<file path="src/rtl/logical_reduce_stream_if.sv">
// Operand-frame input and reduced-result output channels of logical_reduce_stream.
// The slave modport is the reducer's view; the master modport is the producer/consumer side.
interface logical_reduce_stream_if #(
    parameter int N  = 8,
    parameter int CW = 5
);
    logic          s_valid;
    logic          s_ready;
    logic [N-1:0]  s_a;
    logic [N-1:0]  s_b;
    logic [1:0]    s_op;
    logic          s_last;
    logic          m_valid;
    logic          m_ready;
    logic          m_c;
    logic [CW-1:0] m_count;
    logic          m_ovf;

    modport slave (
        input  s_valid, s_a, s_b, s_op, s_last, m_ready,
        output s_ready, m_valid, m_c, m_count, m_ovf
    );

    modport master (
        output s_valid, s_a, s_b, s_op, s_last, m_ready,
        input  s_ready, m_valid, m_c, m_count, m_ovf
    );
endinterface

</file>
<file path="src/rtl/logical_reduce_stream.sv">
// Reduces a frame of (a,b) operand beats to one OR/AND/XOR/NOR flag plus a saturating beat count.
// state | meaning
// IDLE  | waiting for the first beat of a frame; the operator is latched from it
// ACC   | accumulating further beats until the s_last beat
// HOLD  | result presented on m_*, frozen until m_ready
module logical_reduce_stream #(
    parameter int N         = 8,
    parameter int MAX_BEATS = 16,
    parameter int CW        = $clog2(MAX_BEATS + 1)
) (
    input  logic                    clk,
    input  logic                    rst_n,
    logical_reduce_stream_if.slave  s
);
    typedef enum logic [1:0] {IDLE, ACC, HOLD} state_t;

    localparam logic [1:0] OP_OR  = 2'b00;
    localparam logic [1:0] OP_AND = 2'b01;
    localparam logic [1:0] OP_XOR = 2'b10;
    localparam logic [CW-1:0] CNT_MAX = CW'(MAX_BEATS);

    state_t        state_q, state_d;
    logic          alive_q;
    logic [1:0]    op_q, op_d, op_cur;
    logic          acc_q, acc_d, acc_base, acc_upd, beat_bit;
    logic [CW-1:0] cnt_q, cnt_d;
    logic          ovf_q, ovf_d;
    logic          mc_q, mc_d;
    logic [CW-1:0] mcount_q, mcount_d;
    logic          movf_q, movf_d;
    logic          pa, pb, beat;

    // alive_q keeps s_ready low until the first clock after reset release
    assign s.s_ready = alive_q && (state_q != HOLD);
    assign s.m_valid = (state_q == HOLD);
    assign s.m_c     = mc_q;
    assign s.m_count = mcount_q;
    assign s.m_ovf   = movf_q;

    assign beat = s.s_valid && s.s_ready;
    assign pa   = |s.s_a[N-1:0];
    assign pb   = |s.s_b[N-1:0];

    always_comb begin
        op_cur   = (state_q == IDLE) ? s.s_op : op_q;
        acc_base = (state_q == IDLE) ? (op_cur == OP_AND) : acc_q;
        case (op_cur)
            OP_AND:  begin beat_bit = pa & pb; acc_upd = acc_base & beat_bit; end
            OP_XOR:  begin beat_bit = pa ^ pb; acc_upd = acc_base ^ beat_bit; end
            default: begin beat_bit = pa | pb; acc_upd = acc_base | beat_bit; end
        endcase
    end

    always_comb begin
        state_d  = state_q;
        op_d     = op_q;
        acc_d    = acc_q;
        cnt_d    = cnt_q;
        ovf_d    = ovf_q;
        mc_d     = mc_q;
        mcount_d = mcount_q;
        movf_d   = movf_q;
        case (state_q)
            IDLE, ACC: begin
                if (beat) begin
                    acc_d = acc_upd;
                    if (state_q == IDLE) begin
                        op_d  = s.s_op;
                        cnt_d = CW'(1);
                        ovf_d = 1'b0;
                    end else if (cnt_q == CNT_MAX) begin
                        ovf_d = 1'b1;
                    end else begin
                        cnt_d = cnt_q + CW'(1);
                    end
                    if (s.s_last) begin
                        state_d  = HOLD;
                        // NOR is the OR accumulation inverted at frame end
                        mc_d     = (op_cur == 2'b11) ? ~acc_upd : acc_upd;
                        mcount_d = cnt_d;
                        movf_d   = ovf_d;
                    end else begin
                        state_d = ACC;
                    end
                end
            end
            HOLD: begin
                if (s.m_ready) state_d = IDLE;
            end
            default: state_d = IDLE;
        endcase
    end

    always_ff @(posedge clk or negedge rst_n) begin
        if (!rst_n) begin
            state_q  <= IDLE;
            alive_q  <= 1'b0;
            op_q     <= OP_OR;
            acc_q    <= 1'b0;
            cnt_q    <= '0;
            ovf_q    <= 1'b0;
            mc_q     <= 1'b0;
            mcount_q <= '0;
            movf_q   <= 1'b0;
        end else begin
            state_q  <= state_d;
            alive_q  <= 1'b1;
            op_q     <= op_d;
            acc_q    <= acc_d;
            cnt_q    <= cnt_d;
            ovf_q    <= ovf_d;
            mc_q     <= mc_d;
            mcount_q <= mcount_d;
            movf_q   <= movf_d;
        end
    end
endmodule
</file>
<file path="src/flat_wrapper.sv">
// flat-port wrapper written by rule: the top's interface ports become plain ports
module logical_reduce_stream_flat 
#(
    parameter int N         = 8,
    parameter int MAX_BEATS = 16,
    parameter int CW        = $clog2(MAX_BEATS + 1)
)
  (clk, rst_n, s_s_valid, s_s_a, s_s_b, s_s_op, s_s_last, s_m_ready, s_s_ready, s_m_valid, s_m_c, s_m_count, s_m_ovf);
  logical_reduce_stream_if #(.N(N), .CW(CW)) s_i ();
  input  logic clk;
  input  logic rst_n;
  input wire logic [$bits(s_i.s_valid)-1:0] s_s_valid;
  input wire logic [$bits(s_i.s_a)-1:0] s_s_a;
  input wire logic [$bits(s_i.s_b)-1:0] s_s_b;
  input wire logic [$bits(s_i.s_op)-1:0] s_s_op;
  input wire logic [$bits(s_i.s_last)-1:0] s_s_last;
  input wire logic [$bits(s_i.m_ready)-1:0] s_m_ready;
  output wire logic [$bits(s_i.s_ready)-1:0] s_s_ready;
  output wire logic [$bits(s_i.m_valid)-1:0] s_m_valid;
  output wire logic [$bits(s_i.m_c)-1:0] s_m_c;
  output wire logic [$bits(s_i.m_count)-1:0] s_m_count;
  output wire logic [$bits(s_i.m_ovf)-1:0] s_m_ovf;
  assign s_i.s_valid = s_s_valid;
  assign s_i.s_a = s_s_a;
  assign s_i.s_b = s_s_b;
  assign s_i.s_op = s_s_op;
  assign s_i.s_last = s_s_last;
  assign s_i.m_ready = s_m_ready;
  assign s_s_ready = s_i.s_ready;
  assign s_m_valid = s_i.m_valid;
  assign s_m_c = s_i.m_c;
  assign s_m_count = s_i.m_count;
  assign s_m_ovf = s_i.m_ovf;
  logical_reduce_stream #(.N(N), .MAX_BEATS(MAX_BEATS), .CW(CW)) u_core (.clk(clk), .rst_n(rst_n), .s(s_i));
endmodule
</file>
<file path="config.mk">
export PLATFORM = sky130hd
export DESIGN_NAME = logical_reduce_stream_flat
export DESIGN_NICKNAME = d
export VERILOG_FILES = /design/src/rtl/logical_reduce_stream_if.sv /design/src/rtl/logical_reduce_stream.sv /design/src/flat_wrapper.sv
export SDC_FILE = /design/constraint.sdc
export NUM_CORES = 1
export LEC_CHECK = 0
export ABC_AREA = 1
export CAP_MARGIN = 20
export CORE_ASPECT_RATIO = 0.7
export CORE_MARGIN = 3
export CORE_UTILIZATION = 40
export CTS_CLUSTER_DIAMETER = 50
export DETAILED_ROUTE_END_ITERATION = 8
export PLACE_DENSITY_LB_ADDON = 0.12
export SLEW_MARGIN = 25
export SYNTH_ARGS = -nofsm -noshare
export SYNTH_HDL_FRONTEND = slang
export SYNTH_SLANG_ARGS = --single-unit
</file>
<file path="constraint.sdc">
create_clock -name clk -period 5 [get_ports clk]
set_input_delay 0.5 -clock clk [delete_from_list [all_inputs] [get_ports clk]]
set_output_delay 0.5 -clock clk [all_outputs]
set_load 0.05 [all_outputs]
</file>
# After elaboration in Yosys (flattened, before gate mapping)
# Index checks and enable logic that the tools add are counted.
# totals
register_bits,19
elab_cells,47
# classes
add_sub_neg,1
eq_ne,9
muxes,12
bitwise,7
n_reduce_logical,9
# ops
cell,count
$reduce_or 8->1,2
$mux 5,2
$mux 2,4
$eq 2x2->1 const B,3
$add 5x1->5 const B,1
$eq 5x5->1 const B,1
$eq 2x1->1 const B,2
$mux 1,4
$ne 2x2->1 const B,2
$pmux 2 s2,1
$reduce_and 2->1,2
$reduce_and 3->1,1
$and 1x1->1,2
$logic_and 1x1->1,2
$logic_not 2->1,1
$ne 2x1->1 const B,1
$or 1x1->1,2
$pmux 1 s2,1
$reduce_or 2->1,1
$xor 1x1->1,2
$not 1->1,1

# Depth between registers and ports, before layout
# Gate-level depths: netlist (run 1).
# logic_depth
ltp_word,8
depth_mapped,14
mapped_depth_nobuf,14

# Worst setup path before layout (run 1)
# Ideal clock, no wire load.
# synth_timing
path_kind,flip-flop to flip-flop
from,register u_core.state_q[0]
to,register u_core.mc_q (netlist: u_core.s.m_c)
setup_ns,0.118
arrival_ns,1.709
required_time_ns,4.882
path_slack_ns,3.173
stages_incl_launch_ff,15
n_path_buf,0
synth_period_minus_slack_ns,1.827
cell_sequence,dfrtp_1 -> inv_1 -> nand2_2 -> or2_2 -> o21ai_0 -> ha_1 -> inv_1 -> nand2_1 -> nand3_2 -> nand3_1 -> nand2_1 -> nand2_1 -> nand2_1 -> nand3_1 -> nand2_1
# synth_via
elab_chain_len,8
# synth_lines
item,line_no,text
start: declaration,logical_reduce_stream.sv:22,"state_t state_q, state_d;"
start signal: assignment,logical_reduce_stream.sv:106,state_q <= state_d;
$logic_not 2->1,"logical_reduce_stream.sv:45, logical_reduce_stream.sv:46, logical_reduce_stream.sv:63",
$mux 2,--,
$eq 2x1->1,"logical_reduce_stream.sv:46, logical_reduce_stream.sv:47",
$mux 1,logical_reduce_stream.sv:46,acc_base = (state_q == IDLE) ? (op_cur == OP_AND) : acc_q;
"$or 1x1->1, or another cell as far along",logical_reduce_stream.sv:50,default: begin beat_bit = pa | pb; acc_upd = acc_base | beat_bit; end
$pmux 1 s2,logical_reduce_stream.sv:47,case (op_cur)
$not 1->1,logical_reduce_stream.sv:79,mc_d = (op_cur == 2'b11) ? ~acc_upd : acc_upd;
$mux 1,logical_reduce_stream.sv:79,
end signal: assignment,logical_reduce_stream.sv:112,mc_q <= mc_d;
end: declaration,logical_reduce_stream.sv:28,"logic mc_q, mc_d;"
# Parallel ways exist; a longest one is shown, timed or not.
# A chain may end at the register's enable or synchronous reset.

# Final worst setup path (run 1)
# layout_timing
from,register u_core.state_q[1]
to,output s_s_ready
# layout_via
elab_chain_len,2
# layout_lines
item,line_no,text
$ne 2x2->1,logical_reduce_stream.sv:34,assign s.s_ready = alive_q && (state_q != HOLD);
$logic_and 1x1->1,logical_reduce_stream.sv:34,
end: declaration,flat_wrapper.sv:18,output wire logic [$bits(s_i.s_ready)-1:0] s_s_ready;
# Every way passes these cells.

==> results.md, run 1 <==
- The sort of element at the start of the critical path is a flip-flop.
- The number of antenna violations at the first check in global routing is 0.
- The initialized floorplan defines 15 standard-cell rows.
- The post-synthesis net count is 166.
- From synthesis to final layout, the design area changed by 35.0%.
- Setup repair after global routing left no endpoint under its margin.
- The startpoint identified for the worst register-to-register timing path is u_core.state_q[1].
- The terminus of the critical flop-to-flop path is u_core.s.m_c.
- The first global-routing pass estimated between 3000 and 4000 um of wire.
- For the pin with the worst max-slew slack, the measured transition is 846 ps.
- For this design the top-level I/O count stands at 32.
- For this run, design rule violations remaining after detail routing come to 0.
- Of the post-synthesis cell area, the dominant cell type holds 42.9%.
- The maximum resistive drop on vdd is around 0.24 mV.
- The critical setup path kind is reg2out.
- In this run the tightest slew margin relative to its limit is a little over two fifths.
- The completed layout was analyzed and its total power is 612 uW.
- Summing every instance area after synthesis gives ~1100 um2.
- The first TritonRoute pass finished after 5 iterations.
- The number of warnings printed during yosys synthesis is 0.
- dfrtp_1 takes more of the synthesized area than any other cell.
- The number of H-tree branching levels is 1.
- After the last flow step, the layout net total stands at around 200.
- Tracing the worst setup path back leads to its startpoint at u_core.state_q[1].
- The post-route clock period utilization is 45.7%.
- The number of library cell types mapped by synthesis is 25.
- The most frequent cell after synthesis is nand2_1.
- The post-place setup slack is roughly 2700 ps.
- On the worst path, the slowest cell contributes a delay of 810 ps.
- For this design the static power due to leakage is 0.000717 uW.
- After synthesis the netlist holds a flip-flop and latch count of 19.
- The pin count of the biggest net entering global routing is 20.
- The clock net sink count is 19.
- The final critical-path required period is 2290 ps.
- For the worst setup path, the data required time is 4500 ps.
- Max-cap violations in this run came to 0.
- The number of flops mapped to enable cells by yosys is 0.
- For this run, the leading register cell type out of synthesis is dfrtp_1.
- Across all hold checks on the routed design, the worst slack comes to ~470 ps.
- For this run, the top clock speed supported by timing is 0.437 GHz.
- The category of cells accounting for the largest share of critical-path delay is buffers and inverters.
- The aggregate global-route resource usage is about 16%.
- At the end of routability-driven placement, the weighted congestion stood at 0.921.
- The final worst slack is 2710 ps.
- The worst-case clock buffer depth is 2.
- The clock latency of the later-clocked register in the worst-skew pair is 260 ps.
- The slowest stage of the critical path is the clkdlybuf4s50_1 cell.
- The average instance area after synthesis is between 8 and 9 um2.
- In this run the number of cells on the critical path is 4.
- For this block, the via count after detailed routing is 947.
- The setup TNS is 0 ps.
- After clock tree synthesis, the setup repair step added 0 buffers.
- Counting both buffers and inverters, the worst setup path holds a total of 2.
- The number of global-route vias before repair is around 840.
- The layout has 233 filler cells.
- The critical path endpoint is s_s_ready.
- The detail route stage leaves a number of antenna-violating nets equal to 0.
- The average via count per standard cell is between 4 and 5.
- Dividing total power by cell area gives a power density of 409 nW/um2.
- The post-route clock skew is 4.75 ps.
- TritonCTS built the clock tree.
- Once the floorplan was initialized, standard cells occupied 43.4% of the core.
- The run finished with clean final reports.
- Hold repair after CTS inserted 0 buffers.
- STA classifies the critical path endpoint as a primary output.
- The core region is 2550 um2.
- The post-DP HPWL is 1840 um.
- The routed wire length is about 2400 um.
- Gates resized during post-CTS repair numbered 0.
- The final global-route overflow total is 0.
- The final count of hold timing violations came to 0.
- For this run, the register share of the synthesized area comes to 42.9%.
- The horizontal die dimension is 68.9 um.
- The signal on the critical path passes through inv_2 -> nor2_2 -> nor2_4 -> clkdlybuf4s50_1.
- Counting cells, the worst reg-to-reg path comes to 14.
- The initial DRC count is 45.
- The number of CTS-inserted buffers is 3.
- In the final layout, the share of cells above drive strength 1 is 10.6%.
- Clock-pin slew was measured on the worst setup and hold paths at 70 ps.
- By area the synthesized netlist is led by dfrtp_1 (43%), nand2_1 (13%), ha_1 (7.9%).
- After synthesis, the most frequently instantiated cells are nand2_1 (37), inv_1 (21), dfrtp_1 (19).
- The path class of the tightest hold or removal check is reg2reg.
- The share of flip-flops with an asynchronous set or reset after synthesis is 100%.
- Synthesis produced a netlist whose cell count is 136.
- The arrival time of the worst setup path is 1790 ps.
- The library cell used as clock root buffer is clkbuf_8.
- The number of I/O port buffers is 31.
- The critical-path maximum fanout is 4.
- The die outline area is 3450 um2.
- In the final routed layout, each cell accounts on average for 11.6 um.
- The final number of setup-violating endpoints is 0.
- The count of final max-slew check failures came to 0.
- The worst register-to-register path has a setup slack of 3000 ps.
- The height of the die is between 50 and 60 um.
- The repair_antennas step left the layout with diodes totalling 0.
-- report_power, final --
| part | internal, uW | leakage (uW) | switching [uW] |
|---|---|---|---|
| clock | 55.4 | 0.0000255 | 50.6 |
| combinational | 104 | 0.000446 | 175 |
| sequential | 196 | 0.000246 | 31.5 |
-- routing by layer --
layer | part of all wire (%) | vias up | track usage [%] | wire length [um]
li1 | - | 500 | - | -
met1 | 51 | 416 | 23.3 | 1210
met3 | 6.3 | 4 | 5.69 | 149
met5 | 0 | - | 0 | 0
met2 | 41 | 27 | 21.4 | 963
met4 | 1.4 | 0 | 5.83 | 34
-- cells by family after synthesis --
| logic type | synth area share [%] |
|---|---|
| and+or+nand+nor | 27.9 |
| buffers and inverters | 9.04 |
| AOI/OAI and AO/OA | 9.49 |
| DFF | 42.9 |
| adders and majority gates | 7.91 |
| xor gates and xnor gates | 2.37 |
| other | 0.339 |
-- worst min path at each step --
stage	depth (start not counted)	to	slack, ps	from
finish	2	u_core.s.m_count[1]	470	u_core.s.m_count[1]
CTS	2	u_core.s.m_count[3]	480	u_core.s.m_count[3]
global route	2	u_core.op_q[1]	500	u_core.op_q[1]
floorplan	0	u_core.acc_q	200	rst_n
detailed placement	2	u_core.s.m_count[3]	460	u_core.s.m_count[3]
global placement	2	u_core.s.m_count[3]	450	u_core.s.m_count[3]
-- layout by cell type (no fill, tap or decap), drive strengths merged --
| cell type | instances |
|---|---|
| nand4 | 2 |
| o21ai | 15 |
| xor2 | 1 |
| nor4 | 4 |
| nand2 | 40 |
| a21oi | 3 |
| xnor2 | 2 |
| nor3 | 2 |
| clkinv | 1 |
| ha | 7 |
| clkbuf | 3 |
| conb | 1 |
| inv | 23 |
| nor2 | 6 |
| nand3 | 8 |
| dfrtp | 19 |
| a211oi | 1 |
| clkdlybuf4s50 | 31 |
| or2 | 1 |
-- worst min-delay path, cell delays in order (launching register included) --
cell,delay [ps]
dfrtp_1,340
nand2_1,50
nand2_1,40
-- flip-flops by register name, summed over array words and instances, names as in the netlist --
| register | cells |
|---|---|
| u_core.state_q | 2 |
| u_core.alive_q | 1 |
| u_core.cnt_q | 5 |
| u_core.op_q | 2 |
| u_core.s.m_count | 5 |
| u_core.acc_q | 1 |
| u_core.ovf_q | 1 |
| u_core.s.m_ovf | 1 |
| u_core.s.m_c | 1 |
-- cell type report --
| cell class | instances | area, um2 | share of cell area, % |
|---|---|---|---|
| multi-input combinational | 93 | 532 | 35.6 |
| sequential | 19 | 475 | 31.8 |
| timing repair buffer | 31 | 310 | 20.8 |
| inverter | 23 | 88.8 | 5.94 |
| tap | 34 | 42.5 | 2.85 |
| clock buffer | 3 | 41.3 | 2.76 |
| clock inverter | 1 | 5.00 | 0.335 |
-- metrics by stage --
stage / util (%) / cell area (um2) / instances
global route: 58.6 / 1500 / 204
detailed placement: 56.8 / 1450 / 200
CTS: 58.6 / 1500 / 204
floorplan: - / 1110 / 136
finish: 58.6 / 1500 / 204
global placement: 56.8 / 1450 / 200
(Power assumes the default switching activity.)
==> run 2, diff against run 1 <==
==> constraint.sdc (replaced) <==
create_clock -name clk -period 1.9 [get_ports clk]
set_input_delay 0.19 -clock clk [delete_from_list [all_inputs] [get_ports clk]]
set_output_delay 0.19 -clock clk [all_outputs]
set_load 0.05 [all_outputs]
==> results.md, run 2 (synthesis gave the netlist of run 1 again) <==
- The tightest hold path in the finished design has a slack of 259 ps.
- The worst-case clock buffer depth is 2.
- The number of antenna diodes is 0.
- The final count of hold timing violations was 0.
- TritonCTS built the clock tree.
- The number of antenna violations at the first check in global routing was 0.
- Timing would allow up to 0.564 GHz.
- The clock-pin transition on the worst setup and hold timing paths is 70 ps.
- Setup violations remaining at the end of the flow were counted as 0.
- The run finished with clean final reports.
- Entering global routing, the biggest net connects 20 pins.
- The sort of element at the start of the critical path is an input port.
- The worst register-to-register path ends at u_core.s.m_c.
- The routed wire length is 2670 um.
- The die covers 3450 um2.
- The clock drives 19 sinks.
- The floorplan has 15 rows.
- The share of total power consumed by net switching is a little over two fifths.
- Relative to the synthesized area, the layout overhead comes to 45.1%.
- The average via count per standard cell is 4.78.
- Timing analysis after detailed placement gives a worst setup slack of -117 ps.
- The core region is 2550 um2.
- The arrival time of the worst setup path is 1930 ps.
- The number of CTS-inserted buffers is 3.
- The startpoint identified for the worst register-to-register timing path is u_core.state_q[1].
- Combinational cells account for between 40% and 50% of the total power.
- The part of the power in registers is 34.1%.
- The layout has 224 filler cells.
- The critical setup path kind is in2reg.
- The most used routing layer is met1.
- After legalization and detailed placement, the total HPWL measured 2110 um.
- The global-route track usage on met2 is 24.4%.
- The final antenna-violating net count is 0.
- The number of I/O port buffers is 31.
- The via total after detailed routing is roughly 1000.
- The worst setup path is captured at a flip-flop.
- The wire length of the first global-routing pass is 4380 um.
- The clock period could shrink to 1770 ps.
- The number of nets at the end of the flow is 213.
- The setup TNS is 0 ps.
- For this block, the initial DRC count from the detailed router was 49.
- The met3 track demand over resource in global routing is 5.69%.
- For this configuration, the core starts out at a cell density of 43.4%.
- In this run the static leakage power is 0.000779 uW.
- The number of H-tree branching levels is 1.
- The power per cell area is 1100 nW/um2.
- Power comes to 1760 uW.
- Clock skew on the completed layout was measured at 2.71 ps.
- The library cell used as clock root buffer is clkbuf_8.
- The met1 routing resource usage after global routing is 25.2%.
- The worst path uses 93.4% of the clock period.
- The top-level I/O count is 32.
- In this run the register-to-register setup slack is 130 ps.
- After detailed routing, the average wire length per cell comes to 12.4 um.
- The final worst slack is approximately 130 ps.
- The final weighted congestion in routability-driven placement is 0.902.
- The number of search-and-repair iterations in the first detailed-routing pass is 4.
- The type of the worst min-delay path is in2async.
- The clock network accounts for between 10% and 20% of the total power.
- The count of final max-slew check failures is 0.
- The horizontal die dimension is about 69 um.
- The top cell types in the final layout, fill and taps aside, are nand2_1 (34), clkdlybuf4s50_1 (29), inv_1 (20).
- The internal portion of the total power is 1020 uW.
- The clock latency of the later-clocked register in the worst-skew pair is 260 ps.
- The count of cells along the worst register-to-register path is 13.
- The height of the die is 50.0 um.
- The aggregate global-route resource usage is 17.2%.
- The number of global-route vias before repair was 950.
- Along the worst path, the maximum fanout reaches 2.
- For the worst setup path, the data required time is about 2100 ps.
- IR analysis of the VDD net gives a maximum drop of 0.626 mV.
- The fraction of final layout cells with drive strength greater than 1 is 22.5%.
- The net switching power of the design is 743 uW.
- For this run the aggregate overflow at the end of global routing stands at 0.
- The library cell used most frequently in the layout, excluding fill and tap cells, is nand2_1.
- The number of remaining DRC errors is 0.
- The max capacitance violation total is 0.
==> run 2: final cells by class <==
class	instances	area [um2]	share of cell area (%)
Inverter	23	88.8	5.53
Clock buffer	3	41.3	2.57
Multi-Input combinational cell	93	558	34.7
Tap cell	34	42.5	2.65
Timing Repair Buffer	43	395	24.6
Sequential cell	19	475	29.6
Clock inverter	1	5.00	0.312
==> run 2: through the flow <==
step | area [um2] | cells | utilization, %
CTS | 1570 | 214 | 61.4
finish | 1610 | 216 | 62.9
detailed placement | 1500 | 208 | 58.9
floorplan | 1110 | 136 | -
global placement | 1500 | 208 | 58.9
global route | 1610 | 216 | 62.9
==> run 2: how the worst max path moves through the flow <==
stage                      startpoint      endpoint  slack (ps)  cells past startpoint
CTS                 u_core.state_q[1]  u_core.s.m_c          20                     11
detailed placement           s_s_a[1]  u_core.s.m_c        -120                     12
global placement             s_s_a[1]  u_core.s.m_c          -1                     12
global route        u_core.state_q[1]  u_core.s.m_c         -10                     14
floorplan           u_core.state_q[0]  u_core.s.m_c          70                     14
finish                       s_s_a[1]  u_core.s.m_c         130                     12
==> run 2: critical path: stages <==
cell and delay, ps:
clkdlybuf4s50_1 410, nor4_1 330, nand2_1 140, ha_1 340, inv_1 70, nand3_1 90
nand3_2 90, nand2_2 60, nand2_2 70, nand2_2 40, nand3_1 60, nand2_1 50
==> run 2: metal layers <==
metal | wire length (um) | share of wire [%] | vias to the layer above
li1 | - | - | 525
met1 | 1330 | 50 | 471
met2 | 1180 | 44 | 31
met3 | 139 | 5.2 | 5
met4 | 27 | 1.0 | 0
met5 | 0 | 0 | -
==> run 2: timing repair <==
action,CTS,global route
pin swaps,0,4
endpoints found under the setup margin,1,2
resized for setup,1,10
setup buffers,2,2
hold buffers,0,0
endpoints found under the hold margin,0,0
==> run 2: power groups by stage <==
stage / sequential, uW / combinational (uW) / clock, uW
after CTS: 597 / 821 / 291
final: 602 / 876 / 285
after global placement: 597 / 782 / 0
after detailed placement: 606 / 807 / 0
after floorplan: 752 / 349 / 0
after global routing: 612 / 956 / 312
